File: src/rtl/mips_pkg.sv
// Shared types and constants for the MIPS data-memory access path.
// Holds the access-size encoding, the mem_access FSM state encoding and the
// default bus timeout used by mem_access.
package mips_pkg;

  // Access size as carried on ex_Size.
  typedef enum logic [1:0] {
    SizeByte    = 2'b00,
    SizeHalf    = 2'b01,
    SizeWord    = 2'b10,
    SizeIllegal = 2'b11
  } size_e;

  typedef enum logic {
    StIdle = 1'b0,
    StBusy = 1'b1
  } state_e;

  // Cycles a BUSY access waits for dmem_ack before reporting a bus error.
  localparam int unsigned DefaultTimeout = 16;

endpackage

File: src/rtl/mem_load_align.sv
// Load-lane extraction for mem_access.
// Picks the addressed byte/half out of a little-endian read word, right-justifies
// it and sign- or zero-extends it to S bits. Words pass through unchanged.
//   rdata_i    : word returned by data memory
//   ofs_i      : byte offset (address bits [1:0]) of the access
//   size_i     : access size
//   unsigned_i : 1 = zero-extend, 0 = sign-extend
//   data_o     : aligned load result
module mem_load_align
  import mips_pkg::*;
#(
  parameter int unsigned S = 32
) (
  input  logic [S-1:0] rdata_i,
  input  logic [1:0]   ofs_i,
  input  size_e        size_i,
  input  logic         unsigned_i,
  output logic [S-1:0] data_o
);

  logic [S-1:0] shifted;

  always_comb begin
    shifted = rdata_i >> {ofs_i, 3'b000};
    data_o  = rdata_i;
    case (size_i)
      SizeByte: data_o = {{(S-8){~unsigned_i & shifted[7]}}, shifted[7:0]};
      SizeHalf: data_o = {{(S-16){~unsigned_i & shifted[15]}}, shifted[15:0]};
      default:  data_o = rdata_i;
    endcase
  end

endmodule

File: src/rtl/mem_access.sv
// MEM-stage data-memory access controller.
// Decodes loads/stores from the EX/MEM register, stalls the pipeline while a bus
// access is outstanding, and returns an aligned load result with one-cycle
// valid/misalign/bus-error pulses.
//   clk, reset              : clock, asynchronous active-low reset
//   ex_*                    : EX/MEM instruction fields
//   stall_out               : hold EX/MEM and upstream stages
//   dmem_*                  : data-memory request/response bus
//   mem_ReadData, mem_valid : result to mem_wb
//   mem_misalign, mem_buserr: error pulses accompanying mem_valid
module mem_access
  import mips_pkg::*;
#(
  parameter int unsigned S       = 32,
  parameter int unsigned TIMEOUT = DefaultTimeout
) (
  input  logic         clk,
  input  logic         reset,
  input  logic         ex_valid,
  input  logic         ex_MemRead,
  input  logic         ex_MemWrite,
  input  logic [1:0]   ex_Size,
  input  logic         ex_Unsigned,
  input  logic [S-1:0] ex_Addr,
  input  logic [S-1:0] ex_WriteData,
  output logic         stall_out,
  output logic         dmem_req,
  output logic         dmem_we,
  output logic [S-1:0] dmem_addr,
  output logic [3:0]   dmem_be,
  output logic [S-1:0] dmem_wdata,
  input  logic         dmem_ack,
  input  logic [S-1:0] dmem_rdata,
  output logic [S-1:0] mem_ReadData,
  output logic         mem_valid,
  output logic         mem_misalign,
  output logic         mem_buserr
);

  localparam int unsigned CntW = $clog2(TIMEOUT + 1);

  state_e          state_q;
  logic [CntW-1:0] cnt_q;
  logic [1:0]      ofs_q;
  size_e           size_q;
  logic            uns_q;
  logic            load_q;

  logic            mem_op, misalign_chk, illegal, start, timeout_hit, done;
  logic [3:0]      be_calc;
  logic [S-1:0]    wdata_calc;
  logic [S-1:0]    load_data;

  // Size/alignment only matter when the instruction actually touches memory.
  always_comb begin
    mem_op = ex_valid & (ex_MemRead ^ ex_MemWrite);
    misalign_chk = 1'b0;
    be_calc      = 4'b1111;
    wdata_calc   = ex_WriteData;
    case (ex_Size)
      SizeByte: begin
        be_calc    = 4'b0001 << ex_Addr[1:0];
        wdata_calc = {(S/8){ex_WriteData[7:0]}};
      end
      SizeHalf: begin
        misalign_chk = ex_Addr[0];
        be_calc      = ex_Addr[1] ? 4'b1100 : 4'b0011;
        wdata_calc   = {(S/16){ex_WriteData[15:0]}};
      end
      SizeWord: misalign_chk = |ex_Addr[1:0];
      default:  misalign_chk = 1'b1;
    endcase
    illegal = ex_valid & ((ex_MemRead & ex_MemWrite) |
                          ((ex_MemRead | ex_MemWrite) & misalign_chk));
    start       = (state_q == StIdle) & mem_op & ~illegal;
    timeout_hit = (cnt_q == CntW'(TIMEOUT - 1));
    // An ack in the timeout cycle wins over the timeout.
    done        = (state_q == StBusy) & (dmem_ack | timeout_hit);
    // The stall releases in the completing cycle so EX/MEM advances as the result lands.
    stall_out   = start | ((state_q == StBusy) & ~done);
  end

  mem_load_align #(
    .S(S)
  ) u_load_align (
    .rdata_i   (dmem_rdata),
    .ofs_i     (ofs_q),
    .size_i    (size_q),
    .unsigned_i(uns_q),
    .data_o    (load_data)
  );

  always_ff @(posedge clk or negedge reset) begin
    if (!reset) begin
      state_q      <= StIdle;
      cnt_q        <= '0;
      ofs_q        <= '0;
      size_q       <= SizeByte;
      uns_q        <= 1'b0;
      load_q       <= 1'b0;
      dmem_req     <= 1'b0;
      dmem_we      <= 1'b0;
      dmem_addr    <= '0;
      dmem_be      <= '0;
      dmem_wdata   <= '0;
      mem_ReadData <= '0;
      mem_valid    <= 1'b0;
      mem_misalign <= 1'b0;
      mem_buserr   <= 1'b0;
    end else begin
      mem_valid    <= 1'b0;
      mem_misalign <= 1'b0;
      mem_buserr   <= 1'b0;
      mem_ReadData <= '0;
      case (state_q)
        StIdle: begin
          if (illegal) begin
            mem_valid    <= 1'b1;
            mem_misalign <= 1'b1;
          end else if (start) begin
            state_q    <= StBusy;
            cnt_q      <= '0;
            dmem_req   <= 1'b1;
            dmem_we    <= ex_MemWrite;
            dmem_addr  <= {ex_Addr[S-1:2], 2'b00};
            dmem_be    <= be_calc;
            dmem_wdata <= wdata_calc;
            ofs_q      <= ex_Addr[1:0];
            size_q     <= size_e'(ex_Size);
            uns_q      <= ex_Unsigned;
            load_q     <= ex_MemRead;
          end else if (ex_valid) begin
            mem_valid <= 1'b1;
          end
        end
        StBusy: begin
          if (done) begin
            state_q    <= StIdle;
            cnt_q      <= '0;
            dmem_req   <= 1'b0;
            dmem_we    <= 1'b0;
            dmem_addr  <= '0;
            dmem_be    <= '0;
            dmem_wdata <= '0;
            mem_valid  <= 1'b1;
            if (dmem_ack) begin
              mem_ReadData <= load_q ? load_data : '0;
            end else begin
              mem_buserr <= 1'b1;
            end
          end else begin
            cnt_q <= cnt_q + CntW'(1);
          end
        end
        default: state_q <= StIdle;
      endcase
    end
  end

endmodule

File: config.mk
export PLATFORM = sky130hd
export DESIGN_NAME = mem_access
export DESIGN_NICKNAME = d
export VERILOG_FILES = /design/src/rtl/mips_pkg.sv /design/src/rtl/mem_load_align.sv /design/src/rtl/mem_access.sv
export SDC_FILE = /design/constraint.sdc
export NUM_CORES = 1
export LEC_CHECK = 0
export ABC_AREA = 1
export BUFFER_PORTS_ARGS = -buffer_cell sky130_fd_sc_hd__buf_2
export CAP_MARGIN = 10
export CORE_UTILIZATION = 46
export DETAILED_ROUTE_END_ITERATION = 8
export PLACE_DENSITY_LB_ADDON = 0.15
export SYNTH_ARGS = -nofsm -noshare
export SYNTH_HDL_FRONTEND = slang
export SYNTH_HIERARCHICAL = 1
export SYNTH_SLANG_ARGS = --single-unit
File: constraint.sdc
create_clock -name clk -period 2.74 [get_ports clk]
set_clock_uncertainty 0.15 [all_clocks]
set_input_delay 0.137 -clock clk [delete_from_list [all_inputs] [get_ports clk]]
set_output_delay 0.137 -clock clk [all_outputs]
set_load 0.1 [all_outputs]
# == Word-level counts from Yosys, hierarchy flattened ==
# Index checks and enable logic that the tools add are counted.
# op_classes
addsub,1
eq_ne,7
n_shift,2
mux,45
bitwise,19
n_reduce_logical,6
# op_table
cell,n
32-bit 2-to-1 mux,9
32-bit one-hot mux with 2 select lines,4
32-bit by 5-bit >> shifter with 16-bit output,1
1-bit 2-to-1 mux,17
4-bit 2-to-1 mux,4
4-bit one-hot mux with 2 select lines,2
5-bit 2-to-1 mux,3
1-bit AND,10
5-bit one-hot mux with 2 select lines,1
1-bit one-hot mux with 2 select lines,4
3-bit AND reduction,2
5-bit by 1-bit adder with 5-bit output (second input constant),1
5-bit by 4-bit == test with 1-bit output (second input constant),1
2-bit by 1-bit == test with 1-bit output (second input constant),2
2-bit logical NOT,2
2-bit != test (second input constant),2
1-bit NOT,4
1-bit bitwise OR,4
1-bit by 2-bit << shifter with 4-bit output (first input constant),1
1-bit one-hot mux with 3 select lines,1
2-bit == test (second input constant),1
2-bit by 1-bit != test with 1-bit output (second input constant),1
2-bit AND reduction,1
2-bit OR reduction,1
1-bit XOR,1
# totals
reg_bits,117
inputBits,105
out_inout_bits,106
wordCells,95

# == Longest topological paths before layout ==
# Gate-level depths: netlist of the first run.
# depth
word_depth,10
depth_mapped,13
ltp_nobuf,10

# == Modules after synthesis ==
# The synthesis of the first run kept the hierarchy.
# modules_own_cells
mod,n_inst,cells_per_inst,area_each_um2,seq_area_each_um2
mem_access,1,544,4862.2,2877.8
mem_load_align,1,174,843.3,0.0

# == Least setup slack after synthesis of the first run ==
# Ideal clock, no wire load.
# synth_path
path_kind,flip-flop to output port
start,register cnt_q[0]
end,output stall_out
arrival_ns,1.990
t_required_ns,2.453
slack_ns,0.463
stages_incl_launch_ff,8
path_buffers,0
cell_sequence,dfrtp_1 > ha_1 > nand2_1 > nor2_1 > ha_1 > o21ai_1 > nand2_1 > nand2_1
# synth_via
elab_chain_len,6
# synth_lines
item,line_no,text
"start, declared",mem_access.sv:43,logic [CntW-1:0] cnt_q;
"start signal, assigned",mem_access.sv:152,cnt_q <= cnt_q + CntW'(1);
5-bit by 4-bit == test with 1-bit output,mem_access.sv:76,timeout_hit = (cnt_q == CntW'(TIMEOUT - 1));
1-bit bitwise OR,mem_access.sv:78,done = (state_q == StBusy) & (dmem_ack | timeout_hit);
1-bit AND,mem_access.sv:78,
1-bit NOT,mem_access.sv:80,stall_out = start | ((state_q == StBusy) & ~done);
1-bit AND,mem_access.sv:80,
1-bit bitwise OR,mem_access.sv:80,
"end, declared",mem_access.sv:26,"output logic stall_out,"
# Every way passes these cells.

# == Worst setup path after layout of the first run ==
# layout_path
start,input ex_MemWrite
end,register dmem_wdata[29]
# layout_via
elab_chain_len,8
elab_cells_between_ends,13
cone_classes,eq/ne: 2; bitwise: 10; reduce/logical: 1
# layout_lines
item,line_no,text
"start, declared",mem_access.sv:21,"input logic ex_MemWrite,"
1-bit bitwise OR,mem_access.sv:74,((ex_MemRead | ex_MemWrite) & misalign_chk));
1-bit AND,mem_access.sv:74,
1-bit bitwise OR,mem_access.sv:73,illegal = ex_valid & ((ex_MemRead & ex_MemWrite) |
1-bit AND,mem_access.sv:73,
1-bit NOT (no line),n/a,
1-bit AND,mem_access.sv:75,start = (state_q == StIdle) & mem_op & ~illegal;
2-bit != test (no line),n/a,
3-bit AND reduction (no line) (*),n/a,
"end signal, assigned",mem_access.sv:127,dmem_wdata <= wdata_calc;
"end, declared",mem_access.sv:31,"output logic [S-1:0] dmem_wdata,"
# Every way passes the cells marked *; elsewhere a longest branch is shown, timed or not.
# A chain may end at the register's enable or synchronous reset.

==> results of run 1 <==
worst max path at each step:
stage / cells past startpoint / endpoint
after detailed placement: 10 / dmem_addr[7]
after floorplan: 7 / stall_out
after global placement: 10 / dmem_addr[11]
final: 10 / dmem_wdata[29]
after CTS: 8 / stall_out
after global routing: 8 / stall_out
power by group:
part	total [mW]	switching [mW]	internal, mW
Sequential	2.56	0.364	2.20
Clock	2.14	0.781	1.36
Combinational	6.00	4.88	1.12
timing repair:
item,CTS,global route
hold buffers,111,0
setup endpoints to repair,0,1
gates resized for setup,0,2
buffers inserted,0,0
endpoints found under the hold margin,154,0
state kept, by name, summed over array words and instances, names as in the netlist:
| signal | count |
|---|---|
| cnt_q | 5 |
| dmem_addr | 30 |
| dmem_be | 4 |
| dmem_req | 1 |
| dmem_wdata | 32 |
| dmem_we | 1 |
| load_q | 1 |
| mem_ReadData | 32 |
| mem_buserr | 1 |
| mem_misalign | 1 |
| mem_valid | 1 |
| ofs_q | 2 |
| size_q | 2 |
| state_q | 1 |
| uns_q | 1 |
cell type report:
class / count / area [um2]
clock buffers: 20 / 447
clock inverters: 12 / 131
fillers: 940 / 3560
inverters: 63 / 246
multi-input cells: 498 / 2330
flip-flops and latches: 115 / 2880
well taps: 168 / 210
repair buffers: 328 / 2260
worst max-delay path: stages:
cell	delay (ns)
dlygate4sd3_1	0.53
buf_2	0.13
inv_1	0.05
ha_1	0.27
nand2_1	0.08
nor2_4	0.12
buf_4	0.57
nand4_1	0.21
dlygate4sd3_1	0.63
nand2_1	0.07
cell usage in the layout (no fill, tap or decap):
cell type / count
o21ai_1: 3
bufinv_16: 2
o21ai_0: 47
buf_12: 3
clkbuf_16: 17
clkinvlp_4: 4
clkinv_2: 3
a21oi_1: 1
nand4_1: 16
clkbuf_1: 2
nand2_4: 2
buf_2: 206
nor2_8: 1
o21a_1: 8
clkinv_4: 1
nand3_4: 3
ha_1: 4
nand2_1: 235
inv_2: 1
o22ai_1: 2
inv_6: 3
xor2_1: 1
inv_4: 2
nand3_1: 92
conb_1: 2
dfrtp_1: 115
inv_1: 59
nor2_1: 52
buf_4: 7
dlygate4sd3_1: 111
a21oi_4: 1
nand2_2: 8
clkbuf_8: 1
nor2_4: 2
clkbuf_4: 1
or2_2: 18
metal layers:
metal | vias up | global-route usage [%]
li1 | 2886 | -
met1 | 2825 | 35.4
met2 | 296 | 46.6
met3 | 74 | 6.38
met4 | 0 | 16.9
met5 | - | 0
cells by family (layout without fill, tap and decap cells):
group                    Yosys count  after routing  synth area share (%)
XOR/XNOR                           1              1                 0.154
adder cells (fa/ha/maj)            4              4                 0.877
buffers and inverters            106            423                  8.95
flip-flops                       115            115                  50.4
AND/OR/NAND/NOR                  429            429                  33.5
other                              1              2                0.0657
AO/OA/AOI/OAI                     62             62                  6.03
==> metrics.yaml, run 1 <==
layout-area-overhead-vs-synth_pct: 49.0
placed_cell_area_um2: 6810
synthArstFlopShare_pct: 100
wl_met2_um: 8560
postSynthCellCount: 718
layout-drive-gt1-share_pct: 27.6
cts_tree: "built"
cts_buffers: 17
dr.pass1.iters: 5
fmax_ghz: 0.385
post-route-drc-count: 0
cp.required_ns: 2.94
routabilityCongestion: 0.886
diodes: 0
num_rows: 40
slew_headroom_pct: 51.3
syn_area_um2: 5710
tightest_slew_ns: 0.731
crit_arrival_ns: 2.80
synthTopCellsByCount: "236 x nand2_1, 115 x dfrtp_1, 92 x nand3_1"
hold_ws_ns: 0.125
timing.rr.start: "cnt_q[0]"
die_w_um: 113
drt-met1-wl_um: 7490
wl_um: 17800
run_status: "completed"
ys_seq_area_share_pct: 50.4
drtAntennaViolNets: 0
rrSetupSlack_ns: 0.38
power_density_nw_per_um2: 1260
first_global_vias: 6023
synth.distinct_cells: 30
hold_viol: 0
p_leak_nw: 4.79
port_buffers: 208
start_util_pct: 47.3
setup_viol: 0
drt_iter0_markers: 514
critPathCaptureType: "flip-flop"
fin_area_um2: 8500
yosysTopAreaCellShare_pct: 50.4
ios: 211
ys_ff_latch: 115
avgSynthCellArea_um2: 7.95
hp-class: "input pin to flip-flop"
synth_edf_count: 0
cts.clk_slew.worst_paths_ns: 0.06
fin_crit_sh_pct: 94.8
min_from: "ex_Size[1]"
final_nets: 1132
maxCapViolCount: 0
finalMaxSlewViolations: 0
routed.top_layer: "met4"
whs_endpoint: "size_q[1]"
synth_top_area_cell: "dfrtp_1"
post-place-ws_ns: 0.372
clk_latency_ns: 0.41
min_delay_path_depth: 3
grt-ovfl-total: 0
fp.dieH_um: 113
utilization_pct: 70.5
synth_flop_cell: "dfrtp_1"
reg2reg_depth: 10
crit_path_start_kind: "input pin"
wire_per_inst_um: 14.8
rsz0062_at_grt: "false"
antenna_found_initial: 0
dp_hpwl_um: 10900
coreArea_um2: 12100
finalSetupTns_ns: 0
place_inst: 1061
grt_max_degree: 69
setup.worst_path.class: "input pin to flip-flop"
startpoint: "ex_MemWrite"
final_cells: 1204
root_buffer: "clkbuf_16"
worstPathMaxFanout: 68
cts.sinks: 115
synth_top_cells_by_area: "dfrtp_1 50%, nand2_1 16%, nand3_1 8.1%"
htreeDepth: 4
cts_max_path_buffers: 2
yosysMostFrequentCell: "nand2_1"
ys_warn_count: 6
reg2reg_to: "dmem_addr[6]"
post-route-min-period_ns: 2.60
vias: 6081
vias_per_cell: 5.05
setup_slack_ns: 0.143
grt_pass1_wl_um: 28800
power_mw: 10.7
wl_met3_um: 980
die-area_um2: 12900
irDropWorstVdd_mv: 1.19
grt_use_total_pct: 28.7
Note: power is estimated with default switching activity, not from simulation.
==> run 2: changes to the inputs <==
==> constraint.sdc (replaced) <==
create_clock -name clk -period 2.6 [get_ports clk]
set_clock_uncertainty 0.15 [all_clocks]
set_input_delay 0.13 -clock clk [delete_from_list [all_inputs] [get_ports clk]]
set_output_delay 0.13 -clock clk [all_outputs]
set_load 0.1 [all_outputs]
==> run 2 against run 1 <==
Effect of this change:
- clock-buffer cell count is 1 higher
- design area rose by 1.1%
- routed wire length is 2.9% lower
- final cell count up 0.58%
- flip-flop and latch count unchanged
- clock power up 2%
- setup slack gained 0.048 ns
- sequential power grew 5%
- global-route usage is 1.0 points lower
- die area did not move
- non-clock buffer count rose by 7
- combinational power is 6.5% higher
==> metrics.yaml, run 2 (synthesis results as in run 1) <==
wl_met3_um: 1080  # +10%
place_inst: 1062  # +0.094%
hp-class: "input pin to async pin"
critPathCaptureType: "flip-flop"
rsz0062_at_grt: "false"
first_global_vias: 5807  # -3.6%
cts.sinks: 115  # unchanged
drt-met1-wl_um: 7020  # -6.2%
crit_path_start_kind: "input pin"
worstPathMaxFanout: 68  # unchanged
root_buffer: "clkbuf_16"
wl_um: 17300  # -2.9%
dr.pass1.iters: 6  # +1
power_mw: 11.3  # +5.3%
hold_viol: 0  # unchanged
layout_commonest_cell: "nand2_1"
irDropWorstVdd_mv: 0.940  # -21%
post-route-drc-count: 0  # unchanged
wl_met2_um: 8560  # about the same
die-area_um2: 12900  # unchanged
reg2reg_to: "dmem_addr[26]"
coreArea_um2: 12100  # unchanged
grt_use_total_pct: 27.7  # -1.0 points
layout-area-overhead-vs-synth_pct: 50.7
cts.clk_slew.worst_paths_ns: 0.05  # about the same
cts_max_path_buffers: 2  # unchanged
post-place-ws_ns: 0.316  # -0.0560 ns
antenna_found_initial: 0  # unchanged
reg2reg_depth: 10  # unchanged
die_w_um: 113  # unchanged
wire_per_inst_um: 14.3  # -3.5%
finalMaxSlewViolations: 0  # unchanged
final_cells: 1211  # +0.58%
fp.dieH_um: 113  # unchanged
clk_latency_ns: 0.39  # -0.02 ns
post-route-min-period_ns: 2.41
ios: 211  # unchanged
dp_hpwl_um: 10900  # -0.64%
drt_iter0_markers: 377  # -27%
vias: 6087  # +0.099%
cts_tree: "built"
crit_arrival_ns: 2.59  # -0.21 ns
routed.top_layer: "met4"
final_nets: 1139  # +0.62%
timing.rr.start: "cnt_q[0]"
setup_slack_ns: 0.191  # +0.0479 ns
cp.required_ns: 2.79  # -0.15 ns
rrSetupSlack_ns: 0.45  # +0.07 ns
reg_top3: "dmem_wdata: 32 flops, mem_ReadData: 32 flops, dmem_addr: 30 flops"
routabilityCongestion: 0.909  # +2.6%
cts_buffers: 17  # unchanged
grt_pass1_wl_um: 27900  # -3.2%
grt-ovfl-total: 0  # unchanged
start_util_pct: 47.3  # unchanged
setup.worst_path.class: "input pin to flip-flop"
htreeDepth: 4  # unchanged
tightest_slew_ns: 0.523  # -0.208 ns
fmax_ghz: 0.415
setup_viol: 0  # unchanged
p_leak_nw: 4.85  # +1.2%
drtAntennaViolNets: 0  # unchanged
power_density_nw_per_um2: 1310  # +4.1%
maxCapViolCount: 0  # unchanged
layout-drive-gt1-share_pct: 28.0  # +0.42 points
finalSetupTns_ns: 0  # unchanged
num_rows: 40  # unchanged
vias_per_cell: 5.03  # -0.48%
grt_max_degree: 69  # unchanged
final_cell_mix: "235 x nand2_1, 206 x buf_2, 115 x dfrtp_1"
run_status: "completed"
slew_headroom_pct: 65.1  # +14 points
fin_crit_sh_pct: 92.7
port_buffers: 208  # unchanged
run 2: changes by cell type in the layout (fill, tap and decap cells not counted), sizes merged:
cell      delta
buf          +8
clkinv       +3
clkinvlp     -3
diode        +1
inv          -2
run 2: worst max path at each step:
stage                     startpoint              to  slack [ns]  cells past startpoint
after CTS                   cnt_q[0]       stall_out        0.04                      8
after floorplan             cnt_q[0]       stall_out        0.33                      7
after detailed placement    cnt_q[0]   dmem_addr[26]        0.32                     10
final                     ex_MemRead  dmem_wdata[27]        0.19                     10
after global routing        cnt_q[0]       stall_out        0.05                      8
after global placement      cnt_q[0]       stall_out        0.43                      8
run 2: per-stage QoR:
step	utilization [%]	hold WS, ns	area, um2
floorplan	-	-0.316	5710
finish	71.3	0.0201	8600
global route	71.3	0.0349	8600
CTS	70.6	0.0111	8520
global placement	56.7	-0.112	6840
detailed placement	56.7	-0.103	6840
run 2: cell type report:
cell class | instances | area [um2]
clock buffers | 21 | 450
well taps | 168 | 210
diodes | 1 | 2.50
flip-flops and latches | 115 | 2880
fillers | 916 | 3460
repair buffers | 335 | 2370
multi-input cells | 498 | 2330
inverters | 63 | 246
clock inverters | 10 | 110
run 2: worst max-delay path: stages:
cell	delay, ns
dlygate4sd3_1	0.52
buf_2	0.12
inv_1	0.05
ha_1	0.28
nand2_1	0.08
nor2_4	0.14
buf_6	0.44
nand4_1	0.14
dlygate4sd3_1	0.59
nand2_1	0.08
run 2: report_power, final:
part,total (mW),internal (mW),switching [mW]
combinational,6.39,1.22,5.16
clock,2.19,1.42,0.767
sequential,2.69,2.32,0.375
run 2: what timing repair did:
action	4_1_cts	5_1_grt
pin swaps	0	1
hold buffers	111	0
hold endpoints to repair	222	0
endpoints found under the setup margin	1	9
setup buffers	0	6
resized for setup	1	3
run 2: metal layers:
layer  vias to the layer above  GRT usage (%)
met3                        67           5.10
met5                         -              0
li1                       2900              -
met4                         0           15.7
met2                       320           46.3
met1                      2800           34.0
